**config.mk**
```make
export PLATFORM = sky130hd
export DESIGN_NAME = uart_tx_frame
export DESIGN_NICKNAME = d
export VERILOG_FILES = /design/src/rtl/uart_pkg.sv /design/src/rtl/uart_tx_fifo.sv /design/src/rtl/uart_tx_frame.sv
export SDC_FILE = /design/constraint.sdc
export NUM_CORES = 1
export LEC_CHECK = 0
export CAP_MARGIN = 20
export CORE_UTILIZATION = 55
export DETAILED_ROUTE_END_ITERATION = 8
export PLACE_DENSITY_LB_ADDON = 0.15
export SYNTH_ARGS = -nofsm -noshare
export SYNTH_HDL_FRONTEND = slang
export SYNTH_SLANG_ARGS = --single-unit
```
**constraint.sdc**
```tcl
create_clock -name clk_in -period 2.6 [get_ports clk_in]
set_clock_uncertainty 0.05 [all_clocks]
set_input_delay 0.39 -clock clk_in [delete_from_list [all_inputs] [get_ports clk_in]]
set_output_delay 0.39 -clock clk_in [all_outputs]
set_load 0.02 [all_outputs]
```
**src/rtl/uart_pkg.sv**
```systemverilog
// uart_pkg: shared FSM state type, parity selectors and bit-period helper for uart_tx_frame.
package uart_pkg;

    typedef enum logic [2:0] {IDLE, START, DATA, PARITY, STOP} state_t;

    localparam int PARITY_NONE = 0;
    localparam int PARITY_EVEN = 1;
    localparam int PARITY_ODD  = 2;

    function automatic int calc_bit_period(input int clk_hz, input int baud);
        return clk_hz / baud;
    endfunction

endpackage

```
**src/rtl/uart_tx_fifo.sv**
```systemverilog
// uart_tx_fifo: show-ahead synchronous FIFO with full/empty/level, async active-low reset.
module uart_tx_fifo #(
    parameter int WIDTH = 8,
    parameter int DEPTH = 16
) (
    input  logic                     clk_in,
    input  logic                     rst_n_in,
    input  logic                     push_in,
    input  logic [WIDTH-1:0]         data_in,
    input  logic                     pop_in,
    output logic [WIDTH-1:0]         data_out,
    output logic                     full_out,
    output logic                     empty_out,
    output logic [$clog2(DEPTH):0]   level_out
);

    localparam int AW = $clog2(DEPTH);

    logic [WIDTH-1:0] mem_q [DEPTH];
    logic [AW-1:0]    wr_q, rd_q;
    logic [AW:0]      level_q;
    logic             do_push, do_pop;

    assign full_out  = level_q == (AW+1)'(DEPTH);
    assign empty_out = level_q == '0;
    assign do_push   = push_in && !full_out;
    assign do_pop    = pop_in && !empty_out;
    assign data_out  = mem_q[rd_q];
    assign level_out = level_q;

    always_ff @(posedge clk_in) begin
        if (do_push) mem_q[wr_q] <= data_in;
    end

    // Power-of-two depth lets the pointers wrap by plain overflow.
    always_ff @(posedge clk_in or negedge rst_n_in) begin
        if (!rst_n_in) begin
            wr_q    <= '0;
            rd_q    <= '0;
            level_q <= '0;
        end else begin
            wr_q    <= wr_q + AW'(do_push);
            rd_q    <= rd_q + AW'(do_pop);
            level_q <= level_q + (AW+1)'(do_push) - (AW+1)'(do_pop);
        end
    end

endmodule

```
**src/rtl/uart_tx_frame.sv**
```systemverilog
// uart_tx_frame: parametrised UART transmitter (data width, parity, stop bits) with valid/ready input.
// Define UART_TX_FIFO_EN to place a FIFO_DEPTH-entry input FIFO in front of the line FSM.
module uart_tx_frame #(
    parameter int INPUT_CLOCK_FREQ = 100_000_000,
    parameter int BAUD_RATE        = 9600,
    parameter int DATA_BITS        = 8,
    parameter int PARITY_MODE      = 0,
    parameter int STOP_BITS        = 1,
    parameter int FIFO_DEPTH       = 16
) (
    input  logic                          clk_in,
    input  logic                          rst_n_in,
    input  logic [DATA_BITS-1:0]          data_in,
    input  logic                          valid_in,
    output logic                          ready_out,
    output logic                          busy_out,
    output logic                          tx_wire_out,
    output logic [$clog2(FIFO_DEPTH):0]   fifo_level_out
);

    import uart_pkg::*;

    localparam int BIT_PERIOD = calc_bit_period(INPUT_CLOCK_FREQ, BAUD_RATE);
    localparam int BW = $clog2(BIT_PERIOD);
    localparam int IW = $clog2(DATA_BITS);

    if (BIT_PERIOD < 2) begin : g_bad_period
        $error("uart_tx_frame: BIT_PERIOD must be >= 2");
    end
    if (DATA_BITS < 5 || DATA_BITS > 9) begin : g_bad_data
        $error("uart_tx_frame: DATA_BITS must be 5..9");
    end
    if (PARITY_MODE < 0 || PARITY_MODE > 2) begin : g_bad_parity
        $error("uart_tx_frame: PARITY_MODE must be 0, 1 or 2");
    end
    if (STOP_BITS < 1 || STOP_BITS > 2) begin : g_bad_stop
        $error("uart_tx_frame: STOP_BITS must be 1 or 2");
    end
    if (FIFO_DEPTH < 2 || (FIFO_DEPTH & (FIFO_DEPTH - 1)) != 0) begin : g_bad_depth
        $error("uart_tx_frame: FIFO_DEPTH must be a power of two >= 2");
    end

    state_t                 state_q, state_d;
    logic [BW-1:0]          baud_q, baud_d;
    logic [IW-1:0]          bit_q, bit_d;
    logic [DATA_BITS-1:0]   shift_q, shift_d;
    logic                   par_q, par_d;
    logic                   bit_end, frame_end, fsm_ready, load, src_valid;
    logic [DATA_BITS-1:0]   src_data;

    assign bit_end   = baud_q == BW'(BIT_PERIOD - 1);
    assign frame_end = state_q == STOP && bit_end && bit_q == IW'(STOP_BITS - 1);
    assign fsm_ready = state_q == IDLE || frame_end;
    assign load      = src_valid && fsm_ready;

`ifdef UART_TX_FIFO_EN
    logic fifo_full, fifo_empty;

    uart_tx_fifo #(.WIDTH(DATA_BITS), .DEPTH(FIFO_DEPTH)) u_fifo (
        .clk_in    (clk_in),
        .rst_n_in  (rst_n_in),
        .push_in   (valid_in && !fifo_full),
        .data_in   (data_in),
        .pop_in    (load),
        .data_out  (src_data),
        .full_out  (fifo_full),
        .empty_out (fifo_empty),
        .level_out (fifo_level_out)
    );

    assign src_valid = !fifo_empty;
    assign ready_out = !fifo_full;
    assign busy_out  = !fifo_empty || state_q != IDLE;
`else
    assign src_valid      = valid_in;
    assign src_data       = data_in;
    assign ready_out      = fsm_ready;
    assign busy_out       = state_q != IDLE;
    assign fifo_level_out = '0;
`endif

    always_ff @(posedge clk_in or negedge rst_n_in) begin
        if (!rst_n_in) begin
            state_q <= IDLE;
            baud_q  <= '0;
            bit_q   <= '0;
            shift_q <= '0;
            par_q   <= 1'b0;
        end else begin
            state_q <= state_d;
            baud_q  <= baud_d;
            bit_q   <= bit_d;
            shift_q <= shift_d;
            par_q   <= par_d;
        end
    end

    // bit_q indexes payload bits in DATA and counts stop bits in STOP.
    always_comb begin
        state_d = state_q;
        baud_d  = bit_end ? '0 : baud_q + 1'b1;
        bit_d   = bit_q;
        shift_d = shift_q;
        par_d   = par_q;
        case (state_q)
            IDLE:   baud_d = '0;
            START:  if (bit_end) state_d = DATA;
            DATA: if (bit_end) begin
                shift_d = shift_q >> 1;
                bit_d   = bit_q + 1'b1;
                if (bit_q == IW'(DATA_BITS - 1)) begin
                    bit_d   = '0;
                    state_d = PARITY_MODE != PARITY_NONE ? PARITY : STOP;
                end
            end
            PARITY: if (bit_end) state_d = STOP;
            STOP: if (bit_end) begin
                bit_d = bit_q + 1'b1;
                if (bit_q == IW'(STOP_BITS - 1)) begin
                    bit_d   = '0;
                    state_d = IDLE;
                end
            end
            default: state_d = IDLE;
        endcase
        if (load) begin
            state_d = START;
            baud_d  = '0;
            bit_d   = '0;
            shift_d = src_data;
            par_d   = (^src_data) ^ (PARITY_MODE == PARITY_ODD);
        end
    end

    always_comb begin
        tx_wire_out = state_q == START  ? 1'b0 :
                      state_q == DATA   ? shift_q[0] :
                      state_q == PARITY ? par_q : 1'b1;
    end

endmodule

```
==> results.json, run 1 <==
{
  "outcome": "completed",
  "fmax_ghz": 0.4169,
  "seq_area_um2": 725.7,
  "cts_sinks": 29,
  "cts.htree.levels": 2,
  "grt_max_degree": 30,
  "ys_types": 38,
  "io_pins": 19,
  "leakage_nw": 0.8113,
  "synth_top_family_by_area": "simple AND/OR/NAND/NOR gates",
  "fp.dieW_um": 55.94,
  "drt-initial-drc-count": 40,
  "start_kind": "register",
  "hold_path.class": "input port to async pin",
  "crit_arrival_ns": 1.96,
  "syn_area_per_cell_um2": 9.640,
  "r2r_slack_ns": 0.34,
  "synth-edff-count": 0,
  "gp_congestion": 0.7914,
  "rows": 19,
  "n_fill_cell": 231,
  "drive_gt1_frac": 0.08743,
  "grt_pass1_wl_mm": 4.816,
  "worst-r2r-cell-count": 7,
  "synth_area_mm2": 0.001600,
  "synth_mux_area_frac": 0.04378,
  "synth_top_area_frac": 0.4535,
  "routedWlPerCell_um": 13.25,
  "root_buffer": "clkbuf_4",
  "hold_viol": 0,
  "post_drt_via_cell_ratio": 5.617,
  "overflow": 0,
  "synthAdderAreaFrac": 0.03127,
  "synth_common_cells": "29 x dfrtp_1, 17 x nand2_1, 17 x nor2_1",
  "num-nets-final": 197,
  "worst_slack_ns": 0.2015,
  "synth_top_area_cell": "dfrtp_1",
  "seq_area_frac_synth": 0.4535,
  "die_area_mm2": 0.003129,
  "synth.most_common_cell": "dfrtp_1",
  "hold_buffers": 0,
  "worstReg2RegEnd": "shift_q[7]$_DFFE_PN0P_",
  "min_period_over_period": 0.9225,
  "core_mm2": 0.002758,
  "setup_violations": 0,
  "fin_cells": 214,
  "critical_path.endpoint_type": "primary output",
  "clock_latency_ns": 0.32,
  "ant_nets": 0,
  "cp_num_cells": 5,
  "crit_fanout": 4,
  "synth_ff_type": "dfrtp_1",
  "syn_to_final_growth_pct": 11.49,
  "hpwl_mm": 2.042,
  "slew_violations": 0,
  "drv_cap": 0,
  "die_height_um": 55.94,
  "clkTransAtPathRegs_ns": 0.09,
  "yosys.area_share.simple": 0.2299,
  "ys_ff_latch": 29,
  "initial_utilization": 0.5803,
  "io_buffers": 13,
  "postSynthCellCount": 166,
  "drt_wl_total_mm": 2.836,
  "drc": 0,
  "tns_ns": 0,
  "grt_pass1_vias": 1124,
  "cp.required_ns": 2.16,
  "path_buf_inv": 1,
  "place_inst": 206,
  "grtUsageTotal": 0.2033,
  "endpoint": "ready_out",
  "cp_top_family": "flip-flops",
  "async_flop_share": 1.000,
  "cts_tree": "done",
  "yosys_warnings": 0,
  "place_ws_ns": 0.2534,
  "slowest_stage": "dfrtp_1",
  "rsz0062_at_grt": "no",
  "multiInputGateArea_um2": 797.0,
  "cp_cell_sequence": "ha_1, and4_1, nand4_4, o21ai_0, dlygate4sd2_1",
  "drtPass1Iterations": 4,
  "insertedDiodeCount": 0,
  "min_period_ns": 2.398,
  "slowest_delay_ns": 0.40,
  "path_class": "register to primary output",
  "clockBufferDepth": 2,
  "vdd.ir_drop.worst_uv": 512.7,
  "antenna_found_initial": 0,
  "synth_xor_area_frac": 0.09851,
  "synth_compound_area_frac": 0.08288,
  "power.density_mw_per_mm2": 612.8,
  "synth_area_leaders": "dfrtp_1 45%, xnor2_1 6.0%, mux2i_1 4.4%, nand3_1 4.1%, nand2_1 4.0%",
  "crit_start": "baud_q[0]$_DFF_PN0_",
  "vias": 1202,
  "r2r_start": "baud_q[0]$_DFF_PN0_",
  "cts_made_buffers": 5
}
==> layout make-up <==
type                       instances  share of cell area
inverter                           6             0.01262
multi-input combinational        124              0.4467
timing repair buffer              16             0.08485
sequential                        29              0.4067
clock buffer                       8             0.02735
tap                               31             0.02174
==> report_power, final <==
part	internal [mW]	switching [mW]
registers	0.539	0.0703
logic	0.113	0.117
clock network	0.108	0.147
total	0.760	0.334
==> worst min-delay path by stage <==
| stage | from | endpoint | slack, ns | cells past startpoint |
|---|---|---|---|---|
| 2_1_floorplan | rst_n_in | baud_q[0]$_DFF_PN0_ | 0.04 | 0 |
| 3_3_place_gp | baud_q[0]$_DFF_PN0_ | baud_q[0]$_DFF_PN0_ | 0.42 | 1 |
| 3_5_place_dp | baud_q[0]$_DFF_PN0_ | baud_q[0]$_DFF_PN0_ | 0.44 | 1 |
| 4_1_cts | rst_n_in | state_q[2]$_DFFE_PN0P_ | 0.39 | 2 |
| 5_1_grt | rst_n_in | state_q[2]$_DFFE_PN0P_ | 0.40 | 2 |
| 6_report | rst_n_in | baud_q[4]$_DFF_PN0_ | 0.39 | 2 |
==> kinds of logic (layout without fill, tap and decap cells) <==
family          after synthesis  in the layout
compound gates               23             23
other cells                   1              5
simple gates                 67             67
flops                        29             29
xor+xnor                     18             18
fa+ha+maj                     4              4
buf+inv                      17             30
mux                           7              7
==> state kept, by name, indices dropped and copies added, names as in the netlist <==
register	cells
baud_q	14
bit_q	3
par_q	1
shift_q	8
state_q	3
==> metal layers <==
metal / vias to the layer above / GRT usage / wire (um)
met3: 5 / 0.07442 / 113
met1: 584 / 0.2325 / 1289
met5: - / 0 / 0
li1: 589 / - / -
met4: 0 / 0.09756 / 53
met2: 24 / 0.3373 / 1379
==> placed cells by master (no fill, tap or decap), drive strengths merged, types with 4 or more instances in the layout <==
cell type      count
or3                4
conb               5
inv                6
ha                 4
xnor2             11
xor2               7
nand2             17
dfrtp             29
nand3             14
nor2              17
mux2i              7
clkbuf             8
o21ai             12
a21oi              7
clkdlybuf4s50     12
==> worst register-to-register path, cell delays in order, from the launching register on <==
cell	delay, ns
dfrtp_1	0.40
ha_1	0.24
and4_1	0.25
nand4_4	0.11
o21ai_0	0.26
buf_4	0.22
and2_1	0.42
o21ai_0	0.17
==> metrics by stage <==
step	hold slack [ns]	power [mW]	instance area, um2	util
floorplan	0.04441	0.7781	1615	-
global placement	0.4161	0.8415	1737	0.6298
detailed placement	0.4370	0.8521	1737	0.6298
CTS	0.3863	1.109	1784	0.6470
global route	0.4000	1.172	1784	0.6470
finish	0.3939	1.093	1784	0.6470
==> timing repair <==
item                       in CTS  in global routing
setup endpoints to repair       1                  0
resized for setup               1                  0
buffers inserted                0                  0
(Power assumes the default switching activity.)
==> run 2: changes to the inputs <==
- SYNTH_HIERARCHICAL: default -> 1
==> results of run 2 <==
Final layout, timing and power as in run 1 (identical DEF).
Among the figures that moved: Yosys warning count 0 -> 6
==> run 3: changes to the inputs <==
- CAP_MARGIN: 20 -> default
- CORE_UTILIZATION: 55 -> 50
- RECOVER_POWER: default -> 100
==> run 3 against run 2 <==
The flow now finishes with violations (capacitance limit, slew limit). Worst setup slack lost 0.042 ns. Clock-buffer cell count shrank 3. Combinational power is essentially flat. Utilization shrank 4.2 points. Design area grew 3.5%. Worst hold slack gained 0.050 ns. Via count shrank 0.50%. Critical path depth is the same. Highest routed layer unchanged. Critical path type unchanged. Global-route usage shrank 0.31 points.
==> results.json, run 3 <==
{
  "vdd.ir_drop.worst_uv": 524.8,
  "synth_area_mm2": 0.001600,
  "cp.required_ns": 2.16,
  "met2_usage": 0.3448,
  "cts.htree.levels": 2,
  "yosys_warnings": 6,
  "cts_tree": "done",
  "syn_to_final_growth_pct": 15.40,
  "die_height_um": 58.58,
  "cts_sinks": 29,
  "io_buffers": 13,
  "drt_wl_total_mm": 2.946,
  "r2r_start": "baud_q[0]$_DFF_PN0_",
  "reg_top3": "baud_q (14), shift_q (8)",
  "r2r_slack_ns": 0.31,
  "outcome": "finished, violations left",
  "seq_area_frac_synth": 0.4535,
  "holdPathStages": 1,
  "synth_common_cells": "29 x dfrtp_1, 17 x nand2_1, 17 x nor2_1",
  "drive_gt1_frac": 0.09290,
  "die_area_mm2": 0.003431,
  "leakage_nw": 0.8332,
  "hold_path.class": "register to register",
  "setup_violations": 0,
  "top_register": "baud_q",
  "hold_viol": 0,
  "final_common_cell": "dfrtp_1",
  "crit_fanout": 4,
  "overflow": 0,
  "hold_start": "baud_q[0]$_DFF_PN0_",
  "grtUsageTotal": 0.2002,
  "synth_top_area_cell": "dfrtp_1",
  "worst-r2r-cell-count": 7,
  "post_drt_via_cell_ratio": 5.269,
  "worst_slack_ns": 0.1595,
  "gp_congestion": 0.8695,
  "power.density_mw_per_mm2": 705.0,
  "clock_latency_ns": 0.33,
  "vias": 1196,
  "worstReg2RegEnd": "shift_q[4]$_DFFE_PN0P_",
  "place_ws_ns": 0.2266,
  "syn_area_per_cell_um2": 9.640,
  "critical_path.endpoint_type": "primary output",
  "ys_types": 38,
  "min_period_ns": 2.440,
  "clkTransAtPathRegs_ns": 0.10,
  "total_power_mw": 1.302,
  "insertedDiodeCount": 0,
  "hpwl_mm": 2.135,
  "drt-initial-drc-count": 49,
  "synth.most_common_cell": "dfrtp_1",
  "largest_reg_flops": 14,
  "cts_made_buffers": 5,
  "min_period_over_period": 0.9386,
  "worst_pin_slew_ns": 1.512,
  "antenna_found_initial": 0,
  "slew_violations": 30,
  "rows": 20,
  "met1_usage": 0.2379,
  "ys_ff_latch": 29,
  "path_class": "register to primary output",
  "num-nets-final": 197,
  "drtPass1Iterations": 5,
  "fp.dieW_um": 58.58,
  "synth-edff-count": 0,
  "holdPathEnd": "baud_q[0]$_DFF_PN0_",
  "rsz0062_at_grt": "no",
  "start_kind": "register",
  "use_met3": 0.05934,
  "clockBufferDepth": 2,
  "postSynthCellCount": 166,
  "async_flop_share": 1.000,
  "ant_nets": 0,
  "root_buffer": "clkbuf_4",
  "grt_pass1_wl_mm": 5.099,
  "slew_headroom": -0.008099,
  "violations": "capacitance limit, slew limit",
  "hold_buffers": 0,
  "routedWlPerCell_um": 12.98,
  "core_mm2": 0.003053,
  "synth_ff_type": "dfrtp_1",
  "fmax_ghz": 0.4098,
  "synth_top_area_frac": 0.4535,
  "tns_ns": 0,
  "crit_arrival_ns": 2.00,
  "initial_utilization": 0.5242,
  "io_pins": 19,
  "drv_cap": 1,
  "grt_max_degree": 30,
  "final_cell_mix": "29 x dfrtp_1, 17 x nor2_1, 17 x nand2_1",
  "top_usage_layer": "met2",
  "synth_area_leaders": "dfrtp_1 45%, xnor2_1 6.0%, mux2i_1 4.4%, nand3_1 4.1%, nand2_1 4.0%",
  "drc": 0,
  "grt_pass1_vias": 1173
}
run 3: cell types whose count changed in the layout (fill, tap and decap cells not counted), moves of 2 or more:
cell and delta:
o21ai_0 +4, o21ai_1 -4, clkdlybuf4s50_1 -3, dlygate4sd3_1 +3, buf_4 -2, bufinv_16 +2
run 3: cell families after synthesis:
| family | count (synthesis) | share of synthesized area |
|---|---|---|
| and+or+nand+nor | 67 | 0.2299 |
| DFF | 29 | 0.4535 |
| AOI/OAI and AO/OA | 23 | 0.08289 |
| xor gates and xnor gates | 18 | 0.09851 |
| buffers and inverters | 17 | 0.05786 |
| muxes | 7 | 0.04379 |
| adders and majority gates | 4 | 0.03128 |
| other | 1 | 0.002343 |
run 3: worst max-delay path by stage:
stage,start,to,cells past startpoint
global placement,baud_q[0]$_DFF_PN0_,ready_out,5
detailed placement,baud_q[0]$_DFF_PN0_,ready_out,5
CTS,baud_q[0]$_DFF_PN0_,ready_out,5
floorplan,baud_q[0]$_DFF_PN0_,shift_q[1]$_DFFE_PN0P_,7
global route,baud_q[0]$_DFF_PN0_,ready_out,5
finish,baud_q[0]$_DFF_PN0_,ready_out,5
run 3: worst max-delay path, cell delays in order (launching register included):
cell and delay [ns]:
dfrtp_1 0.40, ha_1 0.24, and4_1 0.26, nand4_4 0.11, o21ai_0 0.28, dlygate4sd2_1 0.39
run 3: final cells by class:
| class | count | area [um2] |
|---|---|---|
| clock buffers | 5 | 37.54 |
| clock inverters | 3 | 65.06 |
| fillers | 281 | 1206 |
| inverters | 6 | 22.52 |
| multi-input cells | 124 | 797.0 |
| flip-flops and latches | 29 | 725.7 |
| well taps | 44 | 55.05 |
| repair buffers | 16 | 143.9 |
run 3: per-stage QoR:
stage,hold slack [ns],instances,utilization,cell area (um2)
2_1_floorplan,0.04441,170,-,1615
3_3_place_gp,0.4178,219,0.5742,1753
3_5_place_dp,0.4324,219,0.5742,1753
4_1_cts,0.3813,227,0.6074,1854
5_1_grt,0.4705,227,0.6049,1847
6_report,0.4443,227,0.6049,1847
run 3: layer usage:
metal,up-vias,part of all wire
li1,588,-
met1,576,0.45
met2,27,0.50
met3,5,0.043
met4,0,0.014
met5,-,0
run 3: power breakdown:
group	switching (mW)	internal, mW	leakage [nW]
sequential	0.0709	0.539	0.375
clock	0.168	0.298	0.0552
combinational	0.117	0.110	0.403
run 3: timing repair:
| action | CTS | global route |
|---|---|---|
| setup buffers | 0 | 0 |
| gates resized for setup | 1 | 0 |
| setup endpoints to repair | 1 | 0 |
